## src/rtl/pc_unit_if.sv

```systemverilog
// Bundle of the decode-side signals feeding the PC unit and the PC state it returns.
// Handshake: an instruction is taken on a rising clk edge when valid=1 and stall=0
// while the unit is running; stall=1 or valid=0 holds the PC and suppresses any
// branch, and no ready signal is returned -- the only backpressure is the stall input.
interface pc_unit_if #(
  parameter int ADDR_W = 16,
  parameter int IMM_W  = 9,
  parameter int CNT_W  = 16
);
  logic              valid;
  logic              stall;
  logic [3:0]        opcode;
  logic [2:0]        cond;
  logic [IMM_W-1:0]  imm;
  logic [ADDR_W-1:0] rs_data;
  logic [2:0]        flags;
  logic [ADDR_W-1:0] pc;
  logic [ADDR_W-1:0] pc_plus;
  logic              branch_taken;
  logic              flush;
  logic              halted;
  logic [CNT_W-1:0]  taken_cnt;
  logic              state_dbg;

  modport master (
    output valid, stall, opcode, cond, imm, rs_data, flags,
    input  pc, pc_plus, branch_taken, flush, halted, taken_cnt, state_dbg
  );

  modport slave (
    input  valid, stall, opcode, cond, imm, rs_data, flags,
    output pc, pc_plus, branch_taken, flush, halted, taken_cnt, state_dbg
  );
endinterface

```

## src/rtl/pc_unit.sv

```systemverilog
// Program-counter unit: registered PC with sequential increment, PC-relative and
// register-indirect conditional branches, sticky halt, stall hold, a one-cycle
// redirect/flush pulse and a saturating count of taken redirects.
module pc_unit #(
  parameter int                ADDR_W   = 16,
  parameter int                IMM_W    = 9,
  parameter int                INC      = 2,
  parameter logic [ADDR_W-1:0] RESET_PC = '0,
  parameter int                CNT_W    = 16
) (
  input logic    clk,
  input logic    rst,
  pc_unit_if.slave bus
);

  typedef enum logic {
    S_RUN    = 1'b0,
    S_HALTED = 1'b1
  } state_t;

  localparam logic [3:0] OP_B   = 4'b1100;
  localparam logic [3:0] OP_BR  = 4'b1101;
  localparam logic [3:0] OP_HLT = 4'b1111;

  state_t            state_q, state_d;
  logic [ADDR_W-1:0] pc_q, pc_d;
  logic              taken_q, taken_d;
  logic [CNT_W-1:0]  cnt_q, cnt_d;

  logic [ADDR_W-1:0] pc_plus;
  logic [ADDR_W-1:0] b_target;
  logic              cond_true;
  logic              accept;
  logic              flag_z, flag_v, flag_n;

  assign flag_z = bus.flags[2];
  assign flag_v = bus.flags[1];
  assign flag_n = bus.flags[0];

  // Sequential address and PC-relative target; both wrap naturally at ADDR_W bits.
  assign pc_plus  = pc_q + ADDR_W'(INC);
  assign b_target = pc_plus + (ADDR_W'($signed(bus.imm)) << 1);
  assign accept   = (state_q == S_RUN) && bus.valid && !bus.stall;

  // Branch condition evaluation from the {Z,V,N} flags.
  always_comb begin
    cond_true = 1'b0;
    case (bus.cond)
      3'b000:  cond_true = !flag_z;
      3'b001:  cond_true = flag_z;
      3'b010:  cond_true = !flag_z && !flag_n;
      3'b011:  cond_true = flag_n;
      3'b100:  cond_true = flag_z || (!flag_z && !flag_n);
      3'b101:  cond_true = flag_n || flag_z;
      3'b110:  cond_true = flag_v;
      default: cond_true = 1'b1;
    endcase
  end

  // Next-state, next-PC, redirect pulse and counter update.
  always_comb begin
    state_d = state_q;
    pc_d    = pc_q;
    taken_d = 1'b0;
    cnt_d   = cnt_q;
    if (accept) begin
      case (bus.opcode)
        OP_B: begin
          pc_d    = cond_true ? b_target : pc_plus;
          taken_d = cond_true && (b_target != pc_plus);
        end
        OP_BR: begin
          pc_d    = cond_true ? bus.rs_data : pc_plus;
          taken_d = cond_true && (bus.rs_data != pc_plus);
        end
        OP_HLT: begin
          state_d = S_HALTED;
        end
        default: begin
          pc_d = pc_plus;
        end
      endcase
    end
    // A branch landing on pc_plus is not a redirect, so it neither pulses nor counts.
    if (taken_d && (cnt_q != {CNT_W{1'b1}})) begin
      cnt_d = cnt_q + 1'b1;
    end
  end

  // State, PC, pulse and counter registers with asynchronous reset.
  always_ff @(posedge clk or posedge rst) begin
    if (rst) begin
      state_q <= S_RUN;
      pc_q    <= RESET_PC;
      taken_q <= 1'b0;
      cnt_q   <= '0;
    end else begin
      state_q <= state_d;
      pc_q    <= pc_d;
      taken_q <= taken_d;
      cnt_q   <= cnt_d;
    end
  end

  assign bus.pc           = pc_q;
  assign bus.pc_plus      = pc_plus;
  assign bus.branch_taken = taken_q;
  assign bus.flush        = taken_q;
  assign bus.halted       = (state_q == S_HALTED);
  assign bus.taken_cnt    = cnt_q;
  assign bus.state_dbg    = state_q;

endmodule

```

## src/flat_wrapper.sv

```systemverilog
// flat-port wrapper written by rule: the top's interface ports become plain ports
module pc_unit_flat 
#(
  parameter int                ADDR_W   = 16,
  parameter int                IMM_W    = 9,
  parameter int                INC      = 2,
  parameter logic [ADDR_W-1:0] RESET_PC = '0,
  parameter int                CNT_W    = 16
)
  (clk, rst, bus_valid, bus_stall, bus_opcode, bus_cond, bus_imm, bus_rs_data, bus_flags, bus_pc, bus_pc_plus, bus_branch_taken, bus_flush, bus_halted, bus_taken_cnt, bus_state_dbg);
  pc_unit_if #(.ADDR_W(ADDR_W), .IMM_W(IMM_W), .CNT_W(CNT_W)) bus_i ();
  input logic clk;
  input logic rst;
  input wire logic [$bits(bus_i.valid)-1:0] bus_valid;
  input wire logic [$bits(bus_i.stall)-1:0] bus_stall;
  input wire logic [$bits(bus_i.opcode)-1:0] bus_opcode;
  input wire logic [$bits(bus_i.cond)-1:0] bus_cond;
  input wire logic [$bits(bus_i.imm)-1:0] bus_imm;
  input wire logic [$bits(bus_i.rs_data)-1:0] bus_rs_data;
  input wire logic [$bits(bus_i.flags)-1:0] bus_flags;
  output wire logic [$bits(bus_i.pc)-1:0] bus_pc;
  output wire logic [$bits(bus_i.pc_plus)-1:0] bus_pc_plus;
  output wire logic [$bits(bus_i.branch_taken)-1:0] bus_branch_taken;
  output wire logic [$bits(bus_i.flush)-1:0] bus_flush;
  output wire logic [$bits(bus_i.halted)-1:0] bus_halted;
  output wire logic [$bits(bus_i.taken_cnt)-1:0] bus_taken_cnt;
  output wire logic [$bits(bus_i.state_dbg)-1:0] bus_state_dbg;
  assign bus_i.valid = bus_valid;
  assign bus_i.stall = bus_stall;
  assign bus_i.opcode = bus_opcode;
  assign bus_i.cond = bus_cond;
  assign bus_i.imm = bus_imm;
  assign bus_i.rs_data = bus_rs_data;
  assign bus_i.flags = bus_flags;
  assign bus_pc = bus_i.pc;
  assign bus_pc_plus = bus_i.pc_plus;
  assign bus_branch_taken = bus_i.branch_taken;
  assign bus_flush = bus_i.flush;
  assign bus_halted = bus_i.halted;
  assign bus_taken_cnt = bus_i.taken_cnt;
  assign bus_state_dbg = bus_i.state_dbg;
  pc_unit #(.ADDR_W(ADDR_W), .IMM_W(IMM_W), .INC(INC), .RESET_PC(RESET_PC), .CNT_W(CNT_W)) u_core (.clk(clk), .rst(rst), .bus(bus_i));
endmodule
```

## config.mk

```make
export PLATFORM = sky130hd
export DESIGN_NAME = pc_unit_flat
export DESIGN_NICKNAME = d
export VERILOG_FILES = /design/src/rtl/pc_unit_if.sv /design/src/rtl/pc_unit.sv /design/src/flat_wrapper.sv
export SDC_FILE = /design/constraint.sdc
export NUM_CORES = 1
export LEC_CHECK = 0
export ABC_CLOCK_PERIOD_IN_PS = 5540
export CAP_MARGIN = 30
export CORE_ASPECT_RATIO = 0.9
export CORE_MARGIN = 1.5
export CORE_UTILIZATION = 45
export CTS_CLUSTER_DIAMETER = 150
export CTS_CLUSTER_SIZE = 14
export DETAILED_ROUTE_END_ITERATION = 10
export PLACE_DENSITY = 0.73
export SLEW_MARGIN = 10
export SYNTH_ARGS = -nofsm -noshare
export SYNTH_HDL_FRONTEND = slang
export SYNTH_SLANG_ARGS = --single-unit
```

## constraint.sdc

```tcl
create_clock -name clk -period 5.54 [get_ports clk]
set_input_delay 0.831 -clock clk [delete_from_list [all_inputs] [get_ports clk]]
set_output_delay 0.831 -clock clk [all_outputs]
set_load 0.02 [all_outputs]
```

==> impl_metrics.yaml <==
sta:
  hold_viol: 0
  period_needed_ps: 5033
  fin_setup_tns_ps: 0
  final_max_slew_viol_count: 0
  final.period_utilization_pct: 90.84
  skew_ps: 9.159
  timing.hold.ws_ps: 489.5
  rsz0062_at_grt: "false"
  relSlewSlack_pct: 48.60
  tightest_slew_ps: 771.0
  setup_viol: 0
  setup_ws_ps: 507.4
  fmax_mhz: 198.7
floorplan:
  initial_core_util_pct: 46.01
  ios: 91
  dieArea_sq_mm: 0.009289
  dieHeight_um: 91.59
  core-area_sq_mm: 0.008528
  die_x_um: 101.4
  fp-row-count: 32
cells_and_area:
  n_fill_cell: 771
  final_layout_size_suffix_gt1_share_pct: 7.348
  area_delta_synth_final_pct: 27.20
  nets: 616
  multi_input_area_sq_mm: 0.002809
  diodes: 0
  regArea_sq_um: 850.8
worst_setup_path:
  crit_path_cell_trace: "nand3_2 > nor3_1 > nand3_1 > xnor2_1 > ha_1 > a21o_1 > a31o_2 > a21oi_1 > o221ai_1 > nor3_1 > o211ai_1 > or4_1 > nand2_1 > mux2_1"
  crit_slowest_cell: "or4_1"
  cp_max_fo: 10
  required_ps: 5710
  cp_slowest_stage_delay_ps: 630
  endpoint_kind: "register"
  cp_num_buf_inv: 0
  crit_path_frequent_cell: "nor3_1"
  path_delay_family: "simple AND/OR/NAND/NOR gates"
  crit_type: "register to register"
  arrival_ps: 5200
  start_kind: "register"
clock_tree:
  cts_hold_buf: 0
  path_clk_slew_ps: 70
  clockBufferDepth: 2
  cts_sinks: 34
  cts_setup_buffers: 0
  post_cts_resized: 0
  cts_tree: "built"
  clk-insertion-delay-late_ps: 290
  root_buffer: "clkbuf_8"
  htreeDepth: 2
  cts_made_buffers: 5
route:
  firstDrtPassIters: 5
  via_count: 3938
  ant_nets: 0
  wl_per_cell_um: 16.04
  totalWireLength_um: 10860
  drc: 0
  first_iter_violations: 223
  vias_per_cell: 5.817
synth:
  synth_fp_nets: 544
  syn_area_sq_mm: 0.003924
  yosysWarnings: 0
  avgSynthCellArea_sq_um: 8.090
  async_flop_share_pct: 100.0
  ys_ff_latch: 34
  synth_cell_types: 75
  syn_inst: 485
  synth-edff-count: 0
  ys_seq_area_share_pct: 21.68
  ys.flop_type: "dfrtp_1"
power_and_ir_drop:
  p_clk_share_pct: 11.5
  intPower_mw: 1.317
  powerDensity_mw_per_mm2: 501.2
  p_leak_nw: 2.001
  p_sw_mw: 1.184
  pwr-share-comb_pct: 71.2
  p_total_mw: 2.501
  p_sw_share_pct: 47.33
  p_seq_share_pct: 17.4
  ir_drop_v: 0.0002590
run:
  cap_violations: 0
global_routing:
  grt_remaining_overflow: 0
  grt_pass1_vias: 3686
  grt_pass1_wl_um: 18000
  grt_antenna_before_repair: 0
  grt_util_all_layers_pct: 24.09
  grt_max_degree: 35
place:
  port_buffers: 90
  routabilityCongestion: 0.8482
  pre_cts_ws_ps: 554.6
  dpl.hpwl_um: 8348
status:
  outcome: "finished, final reports clean"
worst_hold_path:
  hold_path.class: "register to register"
## power by group through the flow
stage	Combinational, mW	Clock, mW	Sequential, mW
6_report	1.78	0.287	0.434
5_1_grt	1.95	0.306	0.449
4_1_cts	1.78	0.292	0.431
3_5_place_dp	1.77	0	0.435
3_3_place_gp	1.74	0	0.435
2_1_floorplan	1.26	0	0.436
## synth_stat cells (9+ instances only)
cell / count / area (sq um)
nand4_1: 11 / 68.82
clkbuf_1: 11 / 41.29
a21oi_1: 32 / 160.2
nand2_1: 41 / 153.9
inv_1: 27 / 101.4
ha_1: 19 / 237.7
dfrtp_1: 34 / 850.8
xnor2_1: 38 / 332.8
a31oi_1: 9 / 56.30
nor3_1: 10 / 50.05
o21ai_0: 23 / 115.1
nor2_1: 39 / 146.4
xor2_1: 9 / 78.83
nand3_1: 22 / 110.1
## registers in the layout, indices dropped and copies added, names as in the netlist
register / count
u_core.bus.branch_taken: 1
u_core.bus.halted: 1
u_core.bus.pc: 16
u_core.bus.taken_cnt: 16
## through the flow
step	cells	cell area [sq um]	util [%]
finish	677	4991	58.52
global placement	669	4848	56.85
floorplan	485	3924	-
global route	677	4991	58.52
CTS	677	4991	58.52
detailed placement	669	4848	56.85
## routing by layer
| metal | vias up | GRT usage, % | share of wire [%] | wire length (um) |
|---|---|---|---|---|
| met1 | 1859 | 33.48 | 46 | 4971 |
| li1 | 1927 | - | - | - |
| met4 | 0 | 4.630 | 1.3 | 143 |
| met3 | 12 | 4.465 | 5.9 | 646 |
| met5 | - | 0 | 0 | 0 |
| met2 | 140 | 39.09 | 47 | 5099 |
## layout by cell type, fill, tap and decap left out, types with 3 or more instances in the layout
| cell type | count |
|---|---|
| xor2_1 | 9 |
| clkdlybuf4s50_1 | 90 |
| or3_1 | 6 |
| o221ai_1 | 4 |
| clkbuf_8 | 6 |
| buf_4 | 5 |
| and2_1 | 3 |
| o21ai_0 | 23 |
| o21a_1 | 3 |
| nand4_1 | 11 |
| ha_1 | 19 |
| o22ai_1 | 7 |
| nand3_2 | 7 |
| nand3b_1 | 3 |
| a211oi_1 | 6 |
| and3_1 | 5 |
| dfrtp_1 | 34 |
| a31oi_1 | 9 |
| a221oi_1 | 4 |
| a21o_1 | 7 |
| xnor2_2 | 5 |
| nor4_1 | 4 |
| a2111oi_0 | 3 |
| nor2_1 | 39 |
| xnor3_1 | 3 |
| nand2_1 | 41 |
| nand2b_1 | 6 |
| mux2i_1 | 6 |
| inv_1 | 27 |
| nand3_1 | 22 |
| xnor2_1 | 38 |
| nor3_1 | 10 |
| o211ai_1 | 4 |
| a21oi_1 | 32 |
| a31o_2 | 3 |
| o31ai_1 | 3 |
| nor2b_1 | 8 |
## area by class of cell
cell class | instances | share of cell area (%)
Clock inverter | 2 | 1.203
Tap cell | 119 | 2.983
Inverter | 27 | 2.031
Multi-Input combinational cell | 394 | 56.28
Sequential cell | 34 | 17.05
Clock buffer | 6 | 1.655
Timing Repair Buffer | 95 | 18.80
## worst paths after layout
check	startpoint	to	slack [ps]	cells after the start
worst min register to register	u_core.bus.taken_cnt[10]$_DFFE_PP0P_	u_core.bus.taken_cnt[10]$_DFFE_PP0P_	490	1
worst max register to register	u_core.bus.pc[3]$_DFFE_PP0P_	u_core.bus.taken_cnt[1]$_DFFE_PP0P_	510	14
max in group asynchronous	rst	u_core.bus.taken_cnt[14]$_DFFE_PP0P_	4270	3
min in group asynchronous	rst	u_core.bus.pc[10]$_DFFE_PP0P_	940	3
worst max-delay path	u_core.bus.pc[3]$_DFFE_PP0P_	u_core.bus.taken_cnt[1]$_DFFE_PP0P_	510	14
worst min-delay path	u_core.bus.taken_cnt[10]$_DFFE_PP0P_	u_core.bus.taken_cnt[10]$_DFFE_PP0P_	490	1
## cell families (layout without fill, tap and decap cells)
| kind of cell | count (synthesis) | count (layout) | share of synthesized area (%) |
|---|---|---|---|
| muxes | 8 | 8 | 2.105 |
| DFF | 34 | 34 | 21.68 |
| and+or+nand+nor | 177 | 177 | 24.27 |
| buffers and inverters | 57 | 130 | 6.728 |
| adders and majority gates | 20 | 20 | 6.569 |
| xor gates and xnor gates | 56 | 56 | 14.89 |
| AOI/OAI and AO/OA | 133 | 133 | 23.76 |
(Power assumes the default switching activity.)
